[src/rtl/vending_machine.sv]
// Single-product vending controller: collects coin credit, dispenses with change or refunds.
// Optional idle auto-refund is compiled in with the TIMEOUT_EN macro.
module vending_machine #(
  parameter int PRICE = 2
`ifdef TIMEOUT_EN
  ,
  parameter int TIMEOUT_CYCLES = 16
`endif
) (
  input  logic       clk,
  input  logic       rst_n,
  input  logic       start,
  input  logic       cancel,
  input  logic       selectSoda,
  input  logic       confirm,
  input  logic [2:0] coins,
  output logic [2:0] outFirst,
  output logic       outSecond
);

  typedef enum logic [1:0] {
    IDLE     = 2'd0,
    COLLECT  = 2'd1,
    DISPENSE = 2'd2,
    REFUND   = 2'd3
  } state_t;

  localparam logic [3:0] PRICE_U = 4'(PRICE);

  state_t     state_q, state_d;
  logic [2:0] credit_q, credit_d;
  logic [2:0] out_first_q, out_first_d;
  logic       out_second_q, out_second_d;

  logic [3:0] nxt_s;
  logic [2:0] change_s;
  logic       buy_s;
  logic       activity_s;
  logic       timeout_hit_s;

  assign nxt_s      = {1'b0, credit_q} + {1'b0, coins};
  assign change_s   = 3'(nxt_s - PRICE_U);
  assign buy_s      = selectSoda & confirm;
  assign activity_s = (coins != 3'd0) | cancel | selectSoda | confirm;

`ifdef TIMEOUT_EN
  localparam int TW = $clog2(TIMEOUT_CYCLES + 1);
  logic [TW-1:0] timer_q, timer_d;

  assign timeout_hit_s = !activity_s && (timer_q == TW'(TIMEOUT_CYCLES - 1));

  // Idle-cycle counter: runs only in COLLECT and restarts on any panel activity.
  always_comb begin
    timer_d = '0;
    if (state_q == COLLECT && !activity_s) begin
      timer_d = timer_q + TW'(1);
    end else begin
      timer_d = '0;
    end
  end
`else
  assign timeout_hit_s = 1'b0;
`endif

  // Next-state, credit and output pulse decisions.
  always_comb begin
    state_d      = state_q;
    credit_d     = credit_q;
    out_first_d  = 3'd0;
    out_second_d = 1'b0;
    case (state_q)
      IDLE: begin
        if (start) begin
          state_d  = COLLECT;
          credit_d = 3'd0;
        end else begin
          state_d = IDLE;
        end
      end
      COLLECT: begin
        // Cancel wins over everything; the coin offered this cycle is not taken.
        if (cancel) begin
          state_d     = REFUND;
          out_first_d = credit_q;
        end else if (timeout_hit_s) begin
          state_d     = REFUND;
          out_first_d = credit_q;
        end else if (nxt_s > 4'd7) begin
          out_first_d = coins;
        end else if (buy_s && (nxt_s >= PRICE_U)) begin
          state_d      = DISPENSE;
          out_second_d = 1'b1;
          out_first_d  = change_s;
        end else begin
          credit_d = nxt_s[2:0];
        end
      end
      DISPENSE, REFUND: begin
        state_d  = IDLE;
        credit_d = 3'd0;
      end
      default: begin
        state_d  = IDLE;
        credit_d = 3'd0;
      end
    endcase
  end

  // State, credit and registered outputs; reset drops everything without a refund.
  always_ff @(posedge clk or negedge rst_n) begin
    if (!rst_n) begin
      state_q      <= IDLE;
      credit_q     <= 3'd0;
      out_first_q  <= 3'd0;
      out_second_q <= 1'b0;
`ifdef TIMEOUT_EN
      timer_q      <= '0;
`endif
    end else begin
      state_q      <= state_d;
      credit_q     <= credit_d;
      out_first_q  <= out_first_d;
      out_second_q <= out_second_d;
`ifdef TIMEOUT_EN
      timer_q      <= timer_d;
`endif
    end
  end

  assign outFirst  = out_first_q;
  assign outSecond = out_second_q;

endmodule

[config.mk]
export PLATFORM = sky130hd
export DESIGN_NAME = vending_machine
export DESIGN_NICKNAME = d
export VERILOG_FILES = /design/src/rtl/vending_machine.sv
export SDC_FILE = /design/constraint.sdc
export NUM_CORES = 1
export LEC_CHECK = 0
export CELL_PAD_IN_SITES_DETAIL_PLACEMENT = 1
export CELL_PAD_IN_SITES_GLOBAL_PLACEMENT = 1
export CORE_MARGIN = 2
export CORE_UTILIZATION = 35
export CTS_BUF_LIST = sky130_fd_sc_hd__clkbuf_16
export CTS_CLUSTER_SIZE = 16
export DETAILED_ROUTE_END_ITERATION = 7
export GPL_TIMING_DRIVEN = 1
export PLACE_DENSITY_LB_ADDON = 0.1
export SLEW_MARGIN = 20
export SYNTH_ARGS = -nofsm -noshare
export SYNTH_HDL_FRONTEND = slang
export SYNTH_SLANG_ARGS = --single-unit
[constraint.sdc]
create_clock -name clk -period 2.36 [get_ports clk]
set_input_delay 0.472 -clock clk [delete_from_list [all_inputs] [get_ports clk]]
set_output_delay 0.472 -clock clk [all_outputs]
set_load 0.01 [all_outputs]
**Word-level counts from Yosys, hierarchy flattened**

Index checks and enable logic that the tools add are counted.

- Register bits: 9
- Logic and storage cells: 41

- Add/subtract/negate cells: 2
- Order comparisons: 2
- Eq/ne operators: 9
- Multiplexer cells: 18
- Bitwise operators: 1
- Reductions and logical operators: 5

Operators by type and width:

| kind | count |
|---|---|
| 2-to-1 mux 3 bit | 8 |
| one-hot mux 3 bit (3 select lines) | 1 |
| != test 2 bit (second input constant) | 4 |
| 2-to-1 mux 2 bit | 3 |
| != test 3 bit (second input constant) | 2 |
| one-hot mux 2 bit (3 select lines) | 1 |
| 2-to-1 mux 1 bit | 5 |
| adder 3 x 3 -> 4 bit | 1 |
| == test 2 bit (second input constant) | 2 |
| >= comparator 4 x 2 -> 1 bit (second input constant) | 1 |
| > comparator 4 x 3 -> 1 bit (second input constant) | 1 |
| AND reduction 4 bit | 1 |
| subtractor 3 x 2 -> 3 bit (second input constant) | 1 |
| == test 2 x 1 -> 1 bit (second input constant) | 1 |
| logical NOT 2 bit | 1 |
| AND reduction 2 bit | 1 |
| OR reduction 2 bit | 1 |
| AND 1 bit | 1 |
| logical AND 1 bit | 1 |

**Longest topological paths before layout**

Gate-level depths: netlist of the first run.

- Word-level depth: 7
- Gate-level depth with buffers: 6
- Mapped depth without buffers: 6

**Worst setup path before layout of the first run**

OpenSTA, ideal clock, no wires.

- Path kind: input to register
- From: input coins[0]
- To: register credit_q[0]
- Setup time: 121 ps
- Arrival: 1,818 ps
- Data required time: 2,239 ps
- Setup slack: 421 ps
- Stages: 6
- Buffers on the path: 0
- Cell sequence: ha_1 -> fa_1 -> xor2_2 -> o211ai_1 -> a311oi_2 -> a32o_2

- Longest elaborated chain between the ends: 5
- Elaborated cells on any way between the ends: 11
- Those cells by class: add/sub: 1; order compare: 2; eq/ne: 2; mux: 4; reduce/logical: 2

RTL lines:

| element | RTL line | source |
|---|---|---|
| start, declared | 16 | `input logic [2:0] coins,` |
| adder 3 x 3 -> 4 bit * | 41 | `assign nxt_s = {1'b0, credit_q} + {1'b0, coins};` |
| >= comparator 4 x 2 -> 1 bit or 2-to-1 mux 3 bit (tied branches) | 90 | `end else if (buy_s && (nxt_s >= PRICE_U)) begin` |
| logical AND 1 bit or 2-to-1 mux 3 bit (tied branches) | 90, 88 |  |
| != test 2 bit (no source line) or 2-to-1 mux 3 bit (tied branches) | n/a |  |
| AND reduction 4 bit (no source line) or one-hot mux 3 bit (3 select lines) (tied branches) | n/a |  |
| end signal, assigned | 121 | `credit_q <= credit_d;` |
| end, declared | 31 | `logic [2:0] credit_q, credit_d;` |

Mark *: on every way between the ends. The rest lies on a longest branch, timed or not. The select of a mux whose other input is x is not followed.
A chain may end at the register's enable or synchronous reset.

**Final worst setup path of the first run**

- From: input coins[0]
- To: register credit_q[1]

Same word-level chain as after synthesis.

==> results of run 1 <==
[layout by cell type (no fill, tap or decap)]
cell type,instances
xor2_4,1
and2b_1,1
dfrtp_1,9
and3_1,2
nand3_1,2
o211ai_1,1
a32o_2,3
ha_1,3
clkbuf_16,3
buf_4,3
a221oi_2,3
a311oi_2,1
and2_4,1
nor2_2,1
o211a_1,1
inv_1,4
nand2_1,2
nand2b_1,1
a31oi_1,1
nand3b_1,1
a311oi_1,1
and2b_2,1
a21oi_1,4
nor2_1,3
clkdlybuf4s50_1,12
fa_2,1
[cell type report]
type	count	area share, %
clock buffer	3	9.40
clock inverter	1	0.470
inverter	3	1.41
multi-input combinational	35	40.1
sequential	9	28.2
tap	16	2.51
timing repair buffer	15	17.9
[cells by family after synthesis]
family,count (synthesis),share of synthesized area [%]
and+or+nand+nor,15,15.5
AOI/OAI and AO/OA,15,25.2
DFF,9,40.5
adders and majority gates,4,10.4
buffers and inverters,5,5.41
xor gates and xnor gates,1,2.93
[timing repair]
| item | in CTS | in global routing |
|---|---|---|
| hold buffers | 0 | 0 |
| resized for setup | 0 | 3 |
| endpoints found under the hold margin | 0 | 0 |
| setup endpoints to repair | 0 | 6 |
[routing by layer]
metal | global-route usage [%] | vias to the layer above
li1 | - | 220
met1 | 22.0 | 226
met2 | 24.7 | 9
met3 | 3.75 | 0
met4 | 7.27 | 0
met5 | 0 | -
[critical path, cell delays in order]
cell and delay, ns:
clkdlybuf4s50_1 0.43, ha_1 0.25, fa_2 0.58, o211ai_1 0.12
a311oi_2 0.38, a32o_2 0.18
[through the flow]
stage	utilization, %	hold slack [ns]	TNS [ns]
finish	53.6	0.478	0
detailed placement	47.0	0.459	-1.02
global route	53.6	0.494	0
global placement	47.0	0.458	-0.789
CTS	52.3	0.473	0
floorplan	-	0.176	0
[flip-flops by register name, indices dropped and copies added, names as in the netlist]
register / count
outSecond: 1
credit_q: 3
state_q: 2
outFirst: 3
[where the power goes]
part	total (mW)	internal (mW)	switching, mW	leakage, nW
Clock	0.295	0.221	0.0732	0.0423
Combinational	0.418	0.203	0.214	0.207
Sequential	0.251	0.207	0.0437	0.119
Total	0.963	0.632	0.331	0.368
[final timing paths]
kind	startpoint	slack, ns	end
worst min-delay path	state_q[1]	0.48	state_q[0]
min in group asynchronous	rst_n	0.55	credit_q[1]
worst max-delay path	coins[0]	0.11	credit_q[1]
worst max register to register	credit_q[0]	0.41	credit_q[1]
worst min register to register	state_q[1]	0.48	state_q[0]
max in group asynchronous	rst_n	1.52	state_q[0]
==> impl_metrics.json, run 1 <==
{
  "status": "finished clean",
  "grt-ovfl-total": 0,
  "min_path_cells": 1,
  "seqCellArea_um2": 225,
  "place_congestion": 0.748,
  "setup_ws_ns": 0.114,
  "async_flop_share_pct": 100,
  "rows": 14,
  "cts_tree": "done",
  "routedWlPerCell_um": 16.9,
  "syn_to_final_growth_pct": 43.7,
  "period_needed_ns": 2.25,
  "r2r_cells": 5,
  "p_per_area_nw_per_um2": 1210,
  "dieHeight_um": 43.8,
  "insertion_delay_ns": 0.23,
  "cp_max_fo": 4,
  "max_cap_violations": 0,
  "cts_setup_buffers": 0,
  "cts_root_buffer": "clkbuf_16",
  "ys_top_cells_by_area": "dfrtp_1 41%, ha_1 6.8%, a32o_2 6.1%",
  "die_width_um": 43.8,
  "crit_type": "primary input to flop",
  "stdcell_count": 82,
  "place_area_um2": 699,
  "drive_gt1_share_pct": 27.3,
  "fin_skew_ns": 0.000725,
  "multi_input_area_um2": 320,
  "cts_sinks": 9,
  "yosysMostFrequentCell": "dfrtp_1",
  "max_slew.worst_pin.slew_ns": 0.422,
  "die_area_um2": 1920,
  "dpl_worst_slack_ns": -0.175,
  "ys_warn_count": 0,
  "grt_pass1_wl_um": 2210,
  "antenna_found_initial": 0,
  "wirelength_um": 1380,
  "clk_pin_slew_ns": 0.04,
  "routed.top_layer": "met3",
  "io_pins": 13,
  "synth_seq_cells": 9,
  "relSlewSlack_pct": 71.8,
  "netlist_instances": 49,
  "clockBufferDepth": 2,
  "report.final.slew_viol_count": 0,
  "ir_drop_v": 0.000431,
  "initial_core_util_pct": 37.3,
  "drt_iter0_markers": 5,
  "synth.distinct_cells": 26,
  "ys_top_cells_by_count": "9 x dfrtp_1, 4 x a21oi_1",
  "vias": 455,
  "syn_avg_cell_area_um2": 11.3,
  "hp-class": "flop to flop",
  "grt_max_degree": 10,
  "htreeDepth": 1,
  "grt_pass1_vias": 461,
  "coreArea_um2": 1490,
  "grt_util_all_layers_pct": 16.3,
  "hold_violations": 0,
  "antenna_cells": 0,
  "fmax_mhz": 445,
  "setup_viol": 0,
  "syn_area_um2": 556,
  "finalCritPeriodShare_pct": 95.2,
  "yosysSeqAreaShare_pct": 40.5,
  "ant_nets": 0,
  "n_fill_cell": 165,
  "endpoint_kind": "flop",
  "final_area_um2": 798,
  "fin_nets": 80,
  "synth_edf_count": 0,
  "numCtsBuffers": 3,
  "wl_met1_um": 664,
  "post-place-cells": 78,
  "routed-wl-met3_um": 50,
  "synth_top_area_share_pct": 40.5,
  "io_buffers": 12,
  "rsz0062_at_grt": "no",
  "syn-num-nets": 62,
  "start_kind": "primary input",
  "required_ns": 2.53,
  "hpwl_um": 1010,
  "drc_errors": 0,
  "p_leak_nw": 0.368,
  "wl_met2_um": 668,
  "first_pass_iters": 4,
  "arrival_ns": 2.41,
  "routed_via_density": 5.55,
  "synth_top_flop_cell": "dfrtp_1",
  "p_total_mw": 0.963,
  "synth_area_leader_cell": "dfrtp_1"
}
(Power assumes the default switching activity.)
==> run 2: changes to the inputs <==
- CTS_BUF_LIST: sky130_fd_sc_hd__clkbuf_16 -> sky130_fd_sc_hd__clkbuf_2 sky130_fd_sc_hd__clkbuf_4 sky130_fd_sc_hd__clkbuf_8
==> impl_metrics.json, run 2 (synthesis results as in run 1) <==
{
  "routedWlPerCell_um": 15.9,
  "hpwl_um": 1010,
  "drive_gt1_share_pct": 27.3,
  "seqCellArea_um2": 225,
  "fin_setup_tns_ns": 0,
  "place_congestion": 0.748,
  "max_slew.worst_pin.slew_ns": 0.403,
  "arrival_ns": 2.45,
  "initial_core_util_pct": 37.3,
  "insertion_delay_ns": 0.26,
  "required_ns": 2.57,
  "hp-class": "flop to flop",
  "die_width_um": 43.8,
  "drt_iter0_markers": 7,
  "cts_root_buffer": "clkbuf_4",
  "htreeDepth": 1,
  "wl_met1_um": 608,
  "grt_util_all_layers_pct": 15.4,
  "ant_nets": 0,
  "grt_max_degree": 10,
  "p_sw_mw": 0.301,
  "io_buffers": 12,
  "antenna_found_initial": 0,
  "clk_pin_slew_ns": 0.07,
  "vias": 473,
  "fin_nets": 80,
  "rows": 14,
  "clock_power_share_pct": 17.5,
  "p_total_mw": 0.773,
  "grt_pass1_vias": 464,
  "p_leak_nw": 0.343,
  "fmax_mhz": 446,
  "max_cap_violations": 0,
  "numCtsBuffers": 3,
  "hold_violations": 0,
  "n_fill_cell": 170,
  "antenna_cells": 0,
  "routed.top_layer": "met4",
  "clockBufferDepth": 2,
  "first_pass_iters": 4,
  "drc_errors": 0,
  "endpoint_kind": "flop",
  "sw_frac_of_total_pct": 38.9,
  "cts_tree": "done",
  "p_per_area_nw_per_um2": 1050,
  "combPwrFrac_pct": 50.5,
  "cts_sinks": 9,
  "period_needed_ns": 2.24,
  "wirelength_um": 1300,
  "report.final.slew_viol_count": 0,
  "grt-ovfl-total": 0,
  "crit_type": "primary input to flop",
  "fin_skew_ns": 0.00391,
  "routed-wl-met3_um": 65,
  "ir_drop_v": 0.000401,
  "cp_max_fo": 4,
  "syn_to_final_growth_pct": 32.4,
  "routed_via_density": 5.77,
  "grt_pass1_wl_um": 2100,
  "status": "finished clean",
  "internal_power_mw": 0.472,
  "rsz0062_at_grt": "no",
  "wl_met2_um": 601,
  "power_frac_seq_pct": 32.0,
  "finalCritPeriodShare_pct": 95.0,
  "start_kind": "primary input",
  "final_common_cell": "clkdlybuf4s50_1",
  "coreArea_um2": 1490,
  "relSlewSlack_pct": 73.0,
  "setup_viol": 0,
  "multi_input_area_um2": 307,
  "dieHeight_um": 43.8,
  "io_pins": 13,
  "final_cell_mix": "12 x clkdlybuf4s50_1, 9 x dfrtp_1, 4 x a21oi_1, 4 x clkbuf_4",
  "die_area_um2": 1920
}
==> run 2: worst paths after layout <==
check	start	endpoint	slack [ns]	cells past startpoint
setup / recovery	coins[0]	credit_q[1]	0.12	7
hold / removal	state_q[1]	state_q[0]	0.47	1
max in group asynchronous	rst_n	outFirst[1]	1.58	1
min in group asynchronous	rst_n	outSecond	0.50	1
setup reg to reg	credit_q[0]	credit_q[1]	0.37	6
hold reg to reg	state_q[1]	state_q[0]	0.47	1
==> run 2: metrics by stage <==
step	instance area [um^2]	setup WS (ns)	instances	util, %	hold WS (ns)
3_5_place_dp	699	-0.175	78	47.0	0.459
3_3_place_gp	699	-0.176	78	47.0	0.458
4_1_cts	729	0.0885	82	49.0	0.468
2_1_floorplan	556	0.421	49	-	0.176
5_1_grt	736	0.00522	82	49.4	0.493
6_report	736	0.118	82	49.4	0.471
==> run 2: worst max-delay path: stages <==
cell             delay [ns]
clkdlybuf4s50_1        0.43
ha_1                   0.24
fa_1                   0.41
xor2_2                 0.22
o211ai_1               0.12
a311oi_2               0.37
a32o_2                 0.18
==> run 2: final cells by class <==
type | instances | area share [%]
sequential | 9 | 30.6
timing repair buffer | 15 | 19.4
multi-input combinational | 35 | 41.7
tap | 16 | 2.72
clock buffer | 4 | 4.08
inverter | 3 | 1.53
==> run 2: repair_timing <==
item / 4_1_cts / 5_1_grt
endpoints found under the setup margin: 0 / 3
hold buffers: 0 / 0
setup buffers: 0 / 0
resized for setup: 0 / 1
==> run 2: routing by layer <==
layer  GRT usage (%)  vias up
met5               0        -
met4            9.09        0
met3            3.75        4
met2            22.6       16
met1            20.5      233
li1                -      220
==> run 2: power groups by stage <==
stage / clock network [mW] / logic [mW] / registers, mW
2_1_floorplan: 0 / 0.266 / 0.248
3_5_place_dp: 0 / 0.380 / 0.252
6_report: 0.135 / 0.390 / 0.248
3_3_place_gp: 0 / 0.382 / 0.250
4_1_cts: 0.136 / 0.383 / 0.249
5_1_grt: 0.147 / 0.429 / 0.256
==> run 3: changes to the inputs <==
- RECOVER_POWER: unset -> 100
==> impl_metrics.json, run 3 (synthesis results as in run 1) <==
{
  "grt_max_degree": 10,
  "r2r_cells": 6,
  "io_pins": 13,
  "coreArea_um2": 1490,
  "arrival_ns": 2.43,
  "insertion_delay_ns": 0.26,
  "ant_nets": 0,
  "post-place-cells": 78,
  "routed_via_density": 5.63,
  "required_ns": 2.56,
  "hpwl_um": 1010,
  "fmax_mhz": 448,
  "routedWlPerCell_um": 15.4,
  "grt_pass1_vias": 464,
  "die_width_um": 43.8,
  "crit_type": "primary input to flop",
  "multi_input_area_um2": 294,
  "final_cell_mix": "9 x dfrtp_1, 7 x clkdlybuf4s50_1, 5 x dlygate4sd3_1, 4 x a21oi_1, 4 x clkbuf_4",
  "clk_pin_slew_ns": 0.06,
  "relSlewSlack_pct": 72.3,
  "rsz0062_at_grt": "no",
  "hp-class": "flop to flop",
  "use_met2_pct": 22.6,
  "wirelength_um": 1260,
  "first_pass_iters": 5,
  "grt_pass1_wl_um": 2100,
  "report.final.slew_viol_count": 0,
  "max_slew.worst_pin.slew_ns": 0.414,
  "grt-ovfl-total": 0,
  "min_path_cells": 1,
  "combPwrFrac_pct": 49.3,
  "stdcell_count": 82,
  "status": "finished clean",
  "hold_ws_ns": 0.469,
  "numCtsBuffers": 3,
  "vias": 462,
  "clock_power_share_pct": 17.7,
  "sw_frac_of_total_pct": 38.3,
  "seqCellArea_um2": 225,
  "cts_tree": "done",
  "die_area_um2": 1920,
  "max_cap_violations": 0,
  "setup_viol": 0,
  "dpl_worst_slack_ns": -0.175,
  "ir_drop_v": 0.000391,
  "n_fill_cell": 172,
  "cts_sinks": 9,
  "place_congestion": 0.748,
  "cts_setup_buffers": 0,
  "cp_max_fo": 4,
  "met1_usage_pct": 20.5,
  "setup_ws_ns": 0.129,
  "initial_core_util_pct": 37.3,
  "use_met3_pct": 3.75,
  "syn_to_final_growth_pct": 30.2,
  "endpoint_kind": "flop",
  "antenna_found_initial": 0,
  "fin_setup_tns_ns": 0,
  "drt_iter0_markers": 7,
  "start_kind": "primary input",
  "p_per_area_nw_per_um2": 1030,
  "p_sw_mw": 0.286,
  "internal_power_mw": 0.462,
  "htreeDepth": 1,
  "postCtsHoldBufs": 0,
  "drc_errors": 0,
  "grt_util_all_layers_pct": 15.4,
  "clockBufferDepth": 2,
  "finalCritPeriodShare_pct": 94.5,
  "post_cts_resized": 0,
  "rows": 14,
  "antenna_cells": 0,
  "period_needed_ns": 2.23,
  "power_frac_seq_pct": 33.0,
  "final_common_cell": "dfrtp_1",
  "p_leak_nw": 0.353,
  "fin_skew_ns": 0.00273,
  "io_buffers": 12,
  "top_usage_layer": "met2",
  "dieHeight_um": 43.8,
  "hold_violations": 0,
  "fin_nets": 80,
  "drive_gt1_share_pct": 24.2,
  "cts_root_buffer": "clkbuf_4"
}
-- run 3: cell types whose count changed in the layout (fill, tap and decap cells not counted), sizes merged --
cell / delta
dlygate4sd3: +5
clkdlybuf4s50: -5
-- run 3: cell type report --
type	count	area share, %
timing repair buffer	15	19.7
tap	16	2.77
multi-input combinational	35	40.7
inverter	3	1.56
sequential	9	31.1
clock buffer	4	4.15
-- run 3: path summary, 6_finish.rpt --
kind	to	slack [ns]	start
hold reg to reg	state_q[0]	0.47	state_q[1]
setup reg to reg	credit_q[1]	0.39	credit_q[0]
min in group asynchronous	outSecond	0.58	rst_n
setup / recovery	credit_q[1]	0.13	coins[0]
hold / removal	state_q[0]	0.47	state_q[1]
max in group asynchronous	outFirst[1]	1.49	rst_n
-- run 3: routing by layer --
metal	part of all wire, %	up-vias
met3	4.6	5
met5	0	-
li1	-	220
met4	2.3	0
met2	47	12
met1	46	225
-- run 3: per-stage QoR --
| step | cell area [um^2] | power, mW | utilization, % |
|---|---|---|---|
| after floorplan | 556 | 0.514 | - |
| after global placement | 699 | 0.632 | 47.0 |
| after detailed placement | 699 | 0.631 | 47.0 |
| after CTS | 729 | 0.768 | 49.0 |
| after global routing | 723 | 0.813 | 48.6 |
| final | 723 | 0.748 | 48.6 |
-- run 3: critical path, stage by stage --
cell and delay, ns:
clkdlybuf4s50_1 0.43, ha_1 0.24, fa_1 0.41, xor2_2 0.21, o211ai_1 0.12, a311oi_2 0.36
a32o_2 0.18
-- run 3: power groups by stage --
stage          logic [mW]  registers (mW)  clock network [mW]
6_report            0.369           0.247               0.133
4_1_cts             0.383           0.249               0.136
3_5_place_dp        0.380           0.252                   0
2_1_floorplan       0.266           0.248                   0
3_3_place_gp        0.382           0.250                   0
5_1_grt             0.410           0.256               0.147
